[config.mk]
export PLATFORM = sky130hd
export DESIGN_NAME = bus_gnrtr_n_rbtr
export DESIGN_NICKNAME = d
export VERILOG_FILES = /design/src/rtl/bus_gnrtr_n_rbtr.sv
export SDC_FILE = /design/constraint.sdc
export NUM_CORES = 1
export LEC_CHECK = 0
export CAP_MARGIN = 20
export CORE_MARGIN = 2
export CORE_UTILIZATION = 41
export DETAILED_ROUTE_END_ITERATION = 10
export MAX_ROUTING_LAYER = met4
export PLACE_DENSITY = 0.92
export SKIP_LAST_GASP = 1
export SYNTH_ARGS = -nofsm -noshare
export SYNTH_HDL_FRONTEND = slang
export SYNTH_SLANG_ARGS = --single-unit
[constraint.sdc]
create_clock -name clk -period 3.28 [get_ports clk]
set_input_delay 0.656 -clock clk [delete_from_list [all_inputs] [get_ports clk]]
set_output_delay 0.656 -clock clk [all_outputs]
set_load 0.03 [all_outputs]
[src/rtl/bus_gnrtr_n_rbtr.sv]
`default_nettype none
// ============================================================================
// Module      : bus_gnrtr_n_rbtr
// Description : Multi-bus packet arbiter/interconnect. Each of `bits` buses
//               owns an independent round-robin arbiter that grants one
//               pending driver, pops its head packet, then pushes that packet
//               to the driver(s) named by the 8-bit destination ID held in
//               the packet's top byte. One packet takes 3 cycles per bus
//               (IDLE -> POP -> PUSH).
// Ports       : clk     - single clock, rising edge
//               reset   - synchronous, active-low reset
//               pndng   - [bits][drvrs] driver has a packet queued
//               push    - [bits][drvrs] one-cycle write strobe into driver
//               pop     - [bits][drvrs] one-cycle remove-head strobe
//               D_pop   - [bits][drvrs] head packet of each driver
//               D_push  - [bits][drvrs] packet offered, identical per bus
// Revision    : 1.0 - initial release
// ============================================================================
module bus_gnrtr_n_rbtr #(
    parameter int         bits      = 1,
    parameter int         drvrs     = 4,
    parameter int         pckg_sz   = 16,
    parameter logic [7:0] broadcast = 8'hFF
) (
    input  logic                                      clk,
    input  logic                                      reset,
    input  logic [bits-1:0][drvrs-1:0]                pndng,
    output logic [bits-1:0][drvrs-1:0]                push,
    output logic [bits-1:0][drvrs-1:0]                pop,
    input  logic [bits-1:0][drvrs-1:0][pckg_sz-1:0]   D_pop,
    output logic [bits-1:0][drvrs-1:0][pckg_sz-1:0]   D_push
);

    // Index width; kept at least 1 bit so a single-driver bus still elaborates.
    localparam int PW = (drvrs > 1) ? $clog2(drvrs) : 1;

    localparam logic [drvrs-1:0] c_one_hot0 = {{(drvrs-1){1'b0}}, 1'b1};

    typedef enum logic [1:0] {
        S_IDLE = 2'd0,
        S_POP  = 2'd1,
        S_PUSH = 2'd2
    } state_t;

    for (genvar b = 0; b < bits; b++) begin : g_bus

        state_t               r_state;
        logic [PW-1:0]        r_rr;
        logic [PW-1:0]        r_src;
        logic [pckg_sz-1:0]   r_pkt;
        logic [drvrs-1:0]     r_pop;
        logic [drvrs-1:0]     r_push;
        logic [pckg_sz-1:0]   r_dpush;

        logic                 w_found;
        logic [PW-1:0]        w_gnt;
        logic [PW-1:0]        w_idx;
        logic [7:0]           w_dest;
        logic [drvrs-1:0]     w_push_vec;

        // Round-robin search: first pending driver starting at r_rr, wrapping.
        always_comb begin
            w_found = 1'b0;
            w_gnt   = '0;
            w_idx   = '0;
            for (int k = 0; k < drvrs; k++) begin
                w_idx = PW'((32'(r_rr) + k) % drvrs);
                if (!w_found && pndng[b][w_idx]) begin
                    w_found = 1'b1;
                    w_gnt   = w_idx;
                end
            end
        end

        // Destination decode. A valid unicast ID wins over broadcast in case
        // the broadcast code ever falls inside the driver range; anything
        // else produces no push and the packet is dropped.
        assign w_dest = r_pkt[pckg_sz-1 -: 8];

        always_comb begin
            w_push_vec = '0;
            for (int i = 0; i < drvrs; i++) begin
                if (32'(w_dest) < drvrs) begin
                    w_push_vec[i] = (32'(w_dest) == i);
                end else if (w_dest == broadcast) begin
                    w_push_vec[i] = (32'(r_src) != i);
                end
            end
        end

        always_ff @(posedge clk) begin
            if (!reset) begin
                r_state <= S_IDLE;
                r_rr    <= '0;
                r_src   <= '0;
                r_pkt   <= '0;
                r_pop   <= '0;
                r_push  <= '0;
                r_dpush <= '0;
            end else begin
                case (r_state)
                    S_IDLE: begin
                        r_push <= '0;
                        if (w_found) begin
                            r_pkt   <= D_pop[b][w_gnt];
                            r_src   <= w_gnt;
                            r_pop   <= c_one_hot0 << w_gnt;
                            r_rr    <= (32'(w_gnt) == drvrs - 1) ? '0 : w_gnt + 1'b1;
                            r_state <= S_POP;
                        end else begin
                            r_pop <= '0;
                        end
                    end
                    S_POP: begin
                        r_pop   <= '0;
                        r_dpush <= r_pkt;
                        r_push  <= w_push_vec;
                        r_state <= S_PUSH;
                    end
                    S_PUSH: begin
                        // Return to IDLE for one cycle so the popped driver
                        // can refresh pndng before the next grant.
                        r_push  <= '0;
                        r_state <= S_IDLE;
                    end
                    default: begin
                        r_pop   <= '0;
                        r_push  <= '0;
                        r_state <= S_IDLE;
                    end
                endcase
            end
        end

        assign pop[b]    = r_pop;
        assign push[b]   = r_push;
        assign D_push[b] = {drvrs{r_dpush}};

    end : g_bus

endmodule
`default_nettype wire

==> metrics.cfg <==
[layout]
num_antenna_cells = 0
drive_above_1_share_pct = 7.41
fillers = 501
area_growth_pct = 44.5
nNetsFinal = 448
final_core_util_pct = 60.8

[routing]
drc = 0
top_layer_used = met4
wl_met1_mm = 2.72
ant_nets = 0
via_per_inst = 5.06
detail_route.wl_per_cell_um = 14.8
vias = 2301
dr_wl_met2_mm = 3.50
dr.pass1.iters = 5
wl_mm = 6.71
dr.first_iter.drc_count = 135
dr_wl_met3_um = 372

[clock_tree]
clock_latency_ns = 0.30
postCtsSetupRepairBufs = 0
cts_made_buffers = 5
path_clk_slew_ns = 0.09
cts.sinks = 46
cts_root_buffer = clkbuf_8
cts_buffer_depth = 2
postCtsHoldBufs = 0
cts_htree_levels = 2
post_cts_resized = 0
cts_tree = yes

[sta]
clock_skew_ns = 0.00546
maxSlewViolCount = 0
max_freq_mhz = 387
hold_violations = 0
worstMarginPinSlew_ns = 1.06
tns_ns = 0
period_minus_slack_ns = 2.59
slew_headroom_pct = 29.1
setup_viol = 0
rsz0062_at_grt = false
min_period_over_period_pct = 78.9

[critical_path]
crit_path_max_fanout = 20
max_stage_delay_ns = 0.62
cp_data_arrival_time_ns = 2.77
cp-start-kind = input pin
cp_slowest_cell = o2bb2a_2
cp.required_ns = 3.47
worst-setup-path-type = in -> reg
end_kind = flop
worstPathCellList = clkdlybuf4s50_1 -> a21oi_1 -> o21ai_0 -> o2bb2a_2 -> buf_12 -> mux2i_1 -> o221ai_2
cp_num_buf_inv = 2
critical-path-top-delay-family = compound AO/OA/AOI/OAI gates

[grt]
grt_pass1_vias = 2250
grt_max_degree = 28
antenna_found_initial = 0
gr-total-overflow = 0
grt_pass1_wl_mm = 10.8
grt_usage_pct = 19.3

[worst_hold_path]
hp-class = reg -> reg

[synth]
synth_largest_area_cell = dfxtp_1
syn_area_per_cell_um2 = 9.21
synthCells = 287
synth_area_um2 = 2640
synth_area_leaders = dfxtp_1 35%, buf_4 14%, mux2i_1 14%
yosysUniqueCellTypes = 34
ys_warn_count = 0
ys_seq_area_share_pct = 34.8
synth.top_cell.area_share_pct = 34.8
ys.flop_type = dfxtp_1
ys_seq_elements = 46
synth_nets = 358
synthArstFlopShare_pct = 0
synth_edf_count = 0

[floorplanning]
io_pins = 142
die-area_um2 = 7100
rows = 29
die-width_um = 84.3
core_area_um2 = 6280
die_h_um = 84.3
start_util_pct = 42.1

[run]
maxCapViolCount = 0

[status]
outcome = finished clean

[placed_design]
portBuffers = 141
place_hpwl_mm = 5.33
place.gp.congestion = 0.839

[power]
powerDensity_nw_per_um2 = 431
max-vdd-ir-drop_v = 0.000250
leakage_nw = 1.37

[report_power, final]
group	switching [mW]	internal [mW]
logic	0.299	0.293
clock network	0.190	0.170
registers	0.0704	0.621
[state kept, by name (all words and copies together), names as in the netlist]
| signal | flops |
|---|---|
| g_bus.r_dpush | 16 |
| push | 4 |
| g_bus.r_rr | 2 |
| g_bus.r_state | 2 |
| pop | 4 |
| g_bus.r_src | 2 |
| g_bus.r_pkt | 16 |
[per-layer routing]
metal	vias up	track usage, %
met5	-	-
li1	1124	-
met2	102	34.1
met1	1064	22.0
met4	0	6.60
met3	11	3.05
[synthesized netlist by cell type (all sizes together) (2+ instances only)]
library cell and count:
o221ai 16, dfxtp 46, inv 5, buf 57, nand2b 3, o21ai 5, mux2i 36, a21oi 6
nor2b 7, nor2 8, a21boi 19, clkbuf 7, nand3b 3, nand2 55, nand4 2
[layout make-up]
cell class                 instances  area (µm²)  area share [%]
clock buffer                       7        86.3            2.26
clock inverter                     1        5.00           0.131
multi-input combinational        172        1220            32.0
sequential                        46         921            24.1
timing repair buffer             147        1470            38.5
inverter                           5        18.8           0.491
tap                               77        96.3            2.52
[kinds of logic after synthesis]
kind of cell,share of synthesized area (%)
flops,34.8
buf+inv,18.9
fa+ha+maj,0.473
simple gates,14.4
mux,13.6
compound gates,17.7
[per-stage QoR]
step                      hold WS (ns)  power, mW  area (µm²)  std cells  setup slack [ns]
final                            0.462       1.64        3820        455             0.693
after floorplan                  0.432       1.11        2640        287              1.41
after global placement           0.441       1.28        3730        447             0.570
after detailed placement         0.458       1.30        3730        447             0.405
after CTS                        0.470       1.65        3820        455             0.696
after global routing             0.481       1.72        3820        455             0.557
[worst min-delay path, delay by kind of cell, from the launching register on]
kind,cells,cell delay (ns)
flip-flops,1,0.32
AO/OA/AOI/OAI,1,0.05
AND/OR/NAND/NOR,1,0.05
[path summary, 6_finish.rpt]
path	start	to	slack [ns]	depth (start not counted)
hold reg to reg	pop[1]$_SDFFE_PN0P_	pop[1]$_SDFFE_PN0P_	0.46	2
hold / removal	pop[1]$_SDFFE_PN0P_	pop[1]$_SDFFE_PN0P_	0.46	2
setup reg to reg	g_bus[0].r_rr[1]$_SDFFE_PN0P_	g_bus[0].r_pkt[10]$_SDFFE_PN0P_	1.20	6
setup / recovery	pndng[0]	g_bus[0].r_pkt[10]$_SDFFE_PN0P_	0.69	7
[layout by cell type, fill, tap and decap left out, types with 6 or more instances in the layout]
cell type / n
clkdlybuf4s50_1: 141
nand2_1: 54
a21boi_0: 17
nor2b_1: 7
mux2i_1: 36
dfxtp_1: 46
nor2_1: 8
clkbuf_8: 6
a21oi_1: 6
o221ai_2: 11
Power figures use the tool's default switching activity.
